### config.mk
export PLATFORM = sky130hd
export DESIGN_NAME = nfifo2_rr
export DESIGN_NICKNAME = d
export VERILOG_FILES = /design/src/rtl/nfifo2_rr.sv
export SDC_FILE = /design/constraint.sdc
export NUM_CORES = 2
export LEC_CHECK = 0
export CORE_MARGIN = 2
export CORE_UTILIZATION = 35
export DETAILED_ROUTE_END_ITERATION = 10
export PLACE_DENSITY = 0.49
export SYNTH_ARGS = -nofsm -noshare
export SYNTH_HDL_FRONTEND = slang
export SYNTH_SLANG_ARGS = --single-unit
export TNS_END_PERCENT = 30
### constraint.sdc
create_clock -name clk -period 13.8 [get_ports clk]
set_input_delay 2.07 -clock clk [delete_from_list [all_inputs] [get_ports clk]]
set_output_delay 2.07 -clock clk [all_outputs]
set_load 0.03 [all_outputs]
### src/rtl/nfifo2_rr.sv
// Multi-flow FIFO: FLOWS queues of BLOCK_SIZE words in one memory, flow-tagged output, optional round-robin read.
// Latency: accepted read -> data_vld after 1 cycle (OUTPUT_REG=0) or 2 cycles (OUTPUT_REG=1).
// Backpressure: per-flow full drops writes; pipe_en=0 freezes the output pipe and blocks reads. Optional AFULL: NFIFO2_AFULL_EN.
module nfifo2_rr #(
    parameter int DATA_WIDTH   = 64,
    parameter int FLOWS        = 4,
    parameter int BLOCK_SIZE   = 16,
    parameter int OUTPUT_REG   = 1,
    parameter int RR_MODE      = 0,
    parameter int AFULL_THRESH = 12,
    localparam int FW = $clog2(FLOWS),
    localparam int CW = $clog2(BLOCK_SIZE) + 1
) (
    input  logic                  clk,
    input  logic                  reset,
    input  logic [DATA_WIDTH-1:0] data_in,
    input  logic [FW-1:0]         wr_blk_addr,
    input  logic                  write,
    output logic [FLOWS-1:0]      full,
    output logic [DATA_WIDTH-1:0] data_out,
    output logic                  data_vld,
    output logic [FW-1:0]         rd_flow,
    input  logic [FW-1:0]         rd_blk_addr,
    input  logic                  read,
    input  logic                  pipe_en,
    output logic [FLOWS-1:0]      empty,
`ifdef NFIFO2_AFULL_EN
    output logic [FLOWS-1:0]      afull,
`endif
    output logic [FLOWS*CW-1:0]   status
);

    localparam int PW = CW - 1;
    localparam int AW = FW + PW;

    logic [DATA_WIDTH-1:0] mem [FLOWS*BLOCK_SIZE];

    logic [FLOWS*PW-1:0] wr_ptr_flat;
    logic [FLOWS*PW-1:0] rd_ptr_flat;
    logic [FLOWS*CW-1:0] cnt_flat;
    logic [FLOWS-1:0]    full_v;
    logic [FLOWS-1:0]    empty_v;

    logic [FW-1:0] last_grant;
    logic [FW-1:0] rr_sel;
    logic [FW-1:0] rr_cand;
    logic          rr_hit;
    logic [FW-1:0] sel;
    logic          wr_acc;
    logic          rd_acc;
    logic [AW-1:0] wr_addr;
    logic [AW-1:0] rd_addr;

    // First non-empty flow strictly after last_grant, wrapping back to last_grant itself.
    always_comb begin
        rr_sel  = last_grant;
        rr_cand = '0;
        rr_hit  = 1'b0;
        for (int i = 1; i <= FLOWS; i++) begin
            rr_cand = last_grant + FW'(i);
            if (!rr_hit && !empty_v[rr_cand]) begin
                rr_sel = rr_cand;
                rr_hit = 1'b1;
            end
        end
    end

    assign sel     = (RR_MODE != 0) ? rr_sel : rd_blk_addr;
    assign wr_acc  = write && !full_v[wr_blk_addr];
    assign rd_acc  = read && pipe_en && !empty_v[sel];
    assign wr_addr = {wr_blk_addr, wr_ptr_flat[wr_blk_addr*PW +: PW]};
    assign rd_addr = {sel, rd_ptr_flat[sel*PW +: PW]};

    always_ff @(posedge clk) begin
        if (wr_acc) begin
            mem[wr_addr] <= data_in;
        end
    end

    for (genvar g = 0; g < FLOWS; g++) begin : g_flow
        logic          wr_f;
        logic          rd_f;
        logic [PW-1:0] wptr;
        logic [PW-1:0] rptr;
        logic [CW-1:0] cnt;

        assign wr_f = wr_acc && (wr_blk_addr == FW'(g));
        assign rd_f = rd_acc && (sel == FW'(g));

        always_ff @(posedge clk or negedge reset) begin
            if (!reset) begin
                wptr <= '0;
                rptr <= '0;
                cnt  <= '0;
            end else begin
                if (wr_f) begin
                    wptr <= wptr + 1'b1;
                end
                if (rd_f) begin
                    rptr <= rptr + 1'b1;
                end
                cnt <= cnt + {{(CW-1){1'b0}}, wr_f} - {{(CW-1){1'b0}}, rd_f};
            end
        end

        assign wr_ptr_flat[g*PW +: PW] = wptr;
        assign rd_ptr_flat[g*PW +: PW] = rptr;
        assign cnt_flat[g*CW +: CW]    = cnt;
        assign full_v[g]               = (cnt == CW'(BLOCK_SIZE));
        assign empty_v[g]              = (cnt == '0);
`ifdef NFIFO2_AFULL_EN
        assign afull[g]                = (cnt >= CW'(AFULL_THRESH));
`endif
    end

    assign full   = full_v;
    assign empty  = empty_v;
    assign status = cnt_flat;

    always_ff @(posedge clk or negedge reset) begin
        if (!reset) begin
            last_grant <= FW'(FLOWS - 1);
        end else if ((RR_MODE != 0) && rd_acc) begin
            last_grant <= sel;
        end
    end

    // Stage 1: synchronous memory read, captured only while the pipe advances.
    logic                  s1_vld;
    logic [DATA_WIDTH-1:0] s1_dat;
    logic [FW-1:0]         s1_flow;

    always_ff @(posedge clk or negedge reset) begin
        if (!reset) begin
            s1_vld  <= 1'b0;
            s1_dat  <= '0;
            s1_flow <= '0;
        end else if (pipe_en) begin
            s1_vld <= rd_acc;
            if (rd_acc) begin
                s1_dat  <= mem[rd_addr];
                s1_flow <= sel;
            end
        end
    end

    if (OUTPUT_REG != 0) begin : g_oreg
        logic                  s2_vld;
        logic [DATA_WIDTH-1:0] s2_dat;
        logic [FW-1:0]         s2_flow;

        always_ff @(posedge clk or negedge reset) begin
            if (!reset) begin
                s2_vld  <= 1'b0;
                s2_dat  <= '0;
                s2_flow <= '0;
            end else if (pipe_en) begin
                s2_vld  <= s1_vld;
                s2_dat  <= s1_dat;
                s2_flow <= s1_flow;
            end
        end

        assign data_vld = s2_vld;
        assign data_out = s2_dat;
        assign rd_flow  = s2_flow;
    end else begin : g_noreg
        assign data_vld = s1_vld;
        assign data_out = s1_dat;
        assign rd_flow  = s1_flow;
    end

endmodule

After elaboration in Yosys (flattened, before gate mapping)
Memories as Yosys holds them, arrays and structs flattened. A register that Yosys moved wholly into a read port is not among the register bits.
Cells that the tools add are included.
Widths: inputs -> output; s select.
{"block": "totals", "reg_bits": 122, "ramBits": 4096, "inputBits": 73, "memories": 1}
{"block": "classes", "reduce_logical": 21, "n_lt_le_gt_ge": 2, "muxes": 6, "n_shift": 2, "add_sub_neg": 16, "n_eq_ne": 10}
{"name": "mem", "words": 64, "width": 64, "read_ports": 1, "rd_ports_with_merged_regs": 1, "wr": 1, "line": "36", "source": "logic [DATA_WIDTH-1:0] mem [FLOWS*BLOCK_SIZE];"}
{"operator": "$add 4x1->4 const B", "count": 8}
{"operator": "$shiftx 16x5->4", "count": 2}
{"operator": "$add 5x1->5", "count": 4}
{"operator": "$eq 5x5->1 const B", "count": 4}
{"operator": "$logic_not 5->1", "count": 4}
{"operator": "$sub 5x1->5", "count": 4}
{"operator": "$logic_and 1x1->1", "count": 11}
{"operator": "$eq 2x2->1 const B", "count": 4}
{"operator": "$lt 2x3->1 const B", "count": 2}
{"operator": "$bmux 1 s2", "count": 2}
{"operator": "$eq 2x1->1 const B", "count": 2}
{"operator": "$logic_not 2->1", "count": 2}
{"operator": "$mux 1", "count": 4}
{"operator": "$logic_not 1->1", "count": 3}
{"operator": "$reduce_and 2->1", "count": 1}

Longest topological paths before layout
{"block": "logic_depth", "ltp_word": 8, "ltp_mapped": 17}

Least setup slack after synthesis
No wires, ideal clock.
{"block": "synth_timing", "kind": "in2reg", "start": "in wr_blk_addr[0]", "end": "mem mem[26][0], enable pin", "path_stages": 5, "arrival_ns": 5.917, "setup_slack_ns": 7.396, "setup_time_ns": 0.487, "path_cell_list": "clkbuf_1 mux4_2 nor2b_1 nand2_1 nor2_1"}
{"block": "synth_via", "elab_chain_len": 6}
{"item": "start, declared", "line": "17", "source": "input logic [FW-1:0] wr_blk_addr,"}
{"item": "$bmux 1 s2", "line": "69", "source": "assign wr_acc = write && !full_v[wr_blk_addr];"}
{"item": "$mux 1 (implied by the code)", "line": "69"}
{"item": "$logic_not 1->1", "line": "69"}
{"item": "$logic_and 1x1->1", "line": "69"}
{"item": "$mux 1", "line": "75", "source": "if (wr_acc) begin"}
{"item": "$mux 1 (implied by the code)", "line": "76", "source": "mem[wr_addr] <= data_in;"}
{"item": "end, declared", "line": "36"}
Parallel ways exist; a longest one is shown, timed or not. The select of a mux whose other input is x is not followed.

Final worst setup path
{"block": "layout_timing", "start": "in rd_blk_addr[1]", "end": "reg s1_dat[62] (read register of mem)"}
{"block": "layout_via", "elab_chain_len": 5}
{"item": "start, declared", "line": "23", "source": "input logic [FW-1:0] rd_blk_addr,"}
{"item": "$bmux 1 s2", "line": "70", "source": "assign rd_acc = read && pipe_en && !empty_v[sel];"}
{"item": "$mux 1 (implied by the code)", "line": "70"}
{"item": "$logic_not 1->1", "line": "70"}
{"item": "$logic_and 1x1->1", "line": "70"}
{"item": "$reduce_and 2->1 (no source line)"}
{"item": "end, declared", "line": "130", "source": "logic [DATA_WIDTH-1:0] s1_dat;"}
Parallel ways exist; a longest one is shown, timed or not. The select of a mux whose other input is x is not followed.
A chain may end at the register's enable or synchronous reset.

==> impl_results.md <==
- WHS Path Cells: 1
- Routability cong.: 0.7784
- I/O pin cnt: 168
- Total Power: 37.86 mW
- CTS Buf Count: 448
- Non-Filler Instances: 16400
- CTS tree: built
- CTS resizes: 0
- Slowest CP cell: mux4_4
- Met2 routed WL: 260.7 mm
- Cell Chain, Critical Path: buf_6 > mux4_4 > nor2_4 > buf_4 > buf_4 > a22oi_1 > o211ai_1 > a21oi_1 > nor4_1 > o221ai_1
- RSZ-0062 raised after global routing: no
- R2r endpoint: s1_dat[62]$_DFFE_PN0P_
- Global-route wire length before repair: 759.2 mm
- Power per cell area: 199.6 nW/um2
- Post-Place Cells: 15540
- Fin. max-slew vios: 0
- Die Area: 478600 um2
- Die H: 691.8 um
- Seq/Total Area, Yosys: 0.7709
- Setup violators final: 0
- R2R Path Start: g_flow[3].rptr[1]$_DFFE_PN0P_
- Avg Vias per Cell: 5.748
- CP delay by family, top: buffers and inverters
- Most frequent cells in the layout: edfxtp_1 (4096), nand2_1 (1308), mux2i_1 (583), clkbuf_16 (450), mux4_2 (384)
- Initial core utilization: 0.3515
- Worst r2r path cells: 9
- HP Class: reg2reg
- Clk pin slew, worst setup/hold paths: 0.07 ns
- Critical Path AT: 7.88 ns
- Slew margin rel.: 0.1148
- Post-route cell area: 189600 um2
- Metal-1 WL: 235.9 mm
- Leak: 61.66 nW
- Wire length on met3: 40.95 mm
- Post-Syn Nets: 9605
- WL per Instance: 33.67 um
- Most used cell, CP: buf_4
- Final min period: 7.026 ns
- CTS sink count: 4282
- Post-DP Area: 175000 um2
- Syn. warnings: 0
- Min-delay src: g_flow[2].rptr[3]$_DFFE_PN0P_
- Total wire length: 552.0 mm
- Core Region: 471100 um2
- Max Cap Violations: 0
- Pin count of the biggest net entering global routing: 131
- Register area: 127700 um2
- Worst skew pair latency: 1.03 ns
- Final nets: 9873
- Post-Syn Area: 165600 um2
- Via count: 94240
- Filler cell count: 42490
- Post-Route Skew: 0.09214 ns
- Most used DFF post-synth: edfxtp_1
- Worst path bufs/invs: 3
- Number of flops mapped to enable cells by yosys: 4096
- CP max FO: 54
- Drt initial violations: 11020
- Residual DRC: 0
- Routed Antenna Nets: 0
- Core Rows: 252
- Critical Path RT: 14.65 ns
- Run status: completed
- Die W: 691.8 um
- Number of global-route vias before repair: 93050
- Max frequency: 142.3 MHz
- Root Buffer: clkbuf_16
- Area of the multi-input gates: 35930 um2
- Max Used Layer: met5
- Reg2Reg Setup Slack: 7.85 ns
- Setup TNS: 0 ns
- Post-CTS Setup Bufs: 0
- Synth async-reset ratio: 0.04344
- Crit path launch type: primary input
- Worst-Margin Slew: 1.328 ns
- Hold_buf cts: 0
- Area growth syn-to-layout: 14.52%
- VDD IR max: 0.0002318 V
- Fin. Hold Viols: 0
- Drt pass-1 iters: 5
- Synth Instances: 9496
- Total grt overflow: 0
- Yosys reg bits: 4282
- IO buf count: 167
- Share of layout cells above drive strength 1: 0.1549
- Worst setup path class: in2reg
- Crit end category: register
- DPL Wire Length: 288.0 mm
- Synth cell types: 52
- Htree depth: 5
- Hold Crit Endpoint: g_flow[2].rptr[3]$_DFFE_PN0P_
- Clock buffer depth: 4
- Largest stage delay on the critical path: 1.11 ns
- Initial antenna violation count: 47
- WP depth: 10
- Worst hold slack: 0.4733 ns
- Commonest non-fill, non-tap cell in the layout: edfxtp_1
- Period utilization: 0.5091
- Synthesized area per cell: 17.44 um2
- Gr usage total: 0.2246
-- cells in the mapped netlist, types with 3 or more instances --
| cell | count | share of area |
|---|---|---|
| a211o_1 | 63 | 0.0033 |
| a211oi_1 | 132 | 0.0060 |
| a21o_1 | 71 | 0.0032 |
| a21oi_1 | 198 | 0.0060 |
| a22oi_1 | 63 | 0.0029 |
| a31oi_1 | 194 | 0.0073 |
| a32oi_1 | 191 | 0.010 |
| and2_1 | 132 | 0.0050 |
| and3_1 | 66 | 0.0025 |
| buf_1 | 57 | 0.0013 |
| buf_2 | 149 | 0.0045 |
| buf_4 | 19 | 0.00086 |
| buf_6 | 8 | 0.00054 |
| clkbuf_1 | 365 | 0.0083 |
| dfrtp_1 | 186 | 0.028 |
| edfxtp_1 | 4096 | 0.74 |
| fa_1 | 4 | 0.00048 |
| ha_1 | 32 | 0.0024 |
| inv_1 | 35 | 0.00079 |
| mux2_2 | 146 | 0.0099 |
| mux2i_1 | 583 | 0.035 |
| mux4_2 | 387 | 0.053 |
| nand2_1 | 1310 | 0.030 |
| nand3_1 | 204 | 0.0062 |
| nand4_1 | 14 | 0.00053 |
| nor2_1 | 144 | 0.0033 |
| nor2b_1 | 5 | 0.00019 |
| nor3_1 | 4 | 0.00012 |
| nor3b_1 | 3 | 0.00014 |
| nor4_1 | 63 | 0.0024 |
| nor4b_1 | 5 | 0.00026 |
| o2111ai_1 | 3 | 0.00016 |
| o211ai_1 | 65 | 0.0029 |
| o21ai_0 | 129 | 0.0039 |
| o221ai_1 | 63 | 0.0033 |
| o22ai_1 | 189 | 0.0071 |
| or3b_2 | 3 | 0.00016 |
| or4_1 | 63 | 0.0029 |
| xnor2_1 | 23 | 0.0012 |
| xor2_1 | 14 | 0.00074 |
-- sequential cells by signal, indices dropped and copies added, names as in the netlist --
signal       flops
mem           4096
data_out        64
s1_dat          64
g_flow.cnt      20
g_flow.rptr     16
g_flow.wptr     16
rd_flow          2
s1_flow          2
data_vld         1
s1_vld           1
-- report_power, final --
group | internal [mW] | leakage, nW | switching (mW) | total (mW)
clock network | 6.90 | 7.11 | 5.19 | 12.1
logic | 3.60 | 15.6 | 6.84 | 10.4
registers | 14.8 | 38.9 | 0.486 | 15.3
total | 25.3 | 61.7 | 12.5 | 37.9
-- worst register-to-register path, delay by kind of cell (launching register included) --
family | cells | cell delay, ns
flip-flops | 1 | 0.60
AND/OR/NAND/NOR | 2 | 1.60
buffers and inverters | 2 | 1.76
multiplexers | 1 | 1.03
AO/OA/AOI/OAI | 4 | 0.79
-- per-layer routing --
metal | track usage | up-vias
met3 | 0.03278 | 754
li1 | - | 38320
met4 | 0.05572 | 6
met2 | 0.3652 | 4089
met5 | 0 | -
met1 | 0.3180 | 51070
-- worst max path at each step --
stage / startpoint / slack (ns) / endpoint
final: rd_blk_addr[1] / 6.77 / s1_dat[62]$_DFFE_PN0P_
after global placement: rd_blk_addr[1] / 5.90 / s1_dat[62]$_DFFE_PN0P_
after floorplan: wr_blk_addr[0] / 7.40 / mem[26][0]$_DFFE_PP_
after detailed placement: rd_blk_addr[1] / 5.92 / s1_dat[62]$_DFFE_PN0P_
after global routing: rd_blk_addr[1] / 6.69 / s1_dat[62]$_DFFE_PN0P_
after CTS: rd_blk_addr[1] / 7.00 / s1_dat[62]$_DFFE_PN0P_
-- logic make-up (layout without fill, tap and decap cells) --
group,after synthesis,after routing,share of synthesized area
flip-flops,4282,4282,0.7709
AND/OR/NAND/NOR,2026,2026,0.05367
AO/OA/AOI/OAI,1366,1366,0.05653
multiplexers,1116,1116,0.09780
buffers and inverters,633,1292,0.01627
XOR/XNOR,37,37,0.001957
adder cells (fa/ha/maj),36,36,0.002901
other,0,17,0
-- cell type report --
class                           count  share of cell area
Antenna cell                       17           0.0002243
Clock buffer                      596             0.06396
Clock inverter                    245             0.01329
Inverter                           35           0.0006928
Multi-Input combinational cell   4581              0.1895
Sequential cell                  4282              0.6731
Tap cell                         6223             0.04106
Timing Repair Buffer              416             0.01820
-- through the flow --
step | worst slack (ns) | utilization
after detailed placement | 5.916 | 0.3714
after global placement | 5.900 | 0.3714
after global routing | 6.694 | 0.4025
final | 6.774 | 0.4026
after floorplan | 7.396 | -
after CTS | 6.999 | 0.4025
Power figures use the tool's default switching activity.
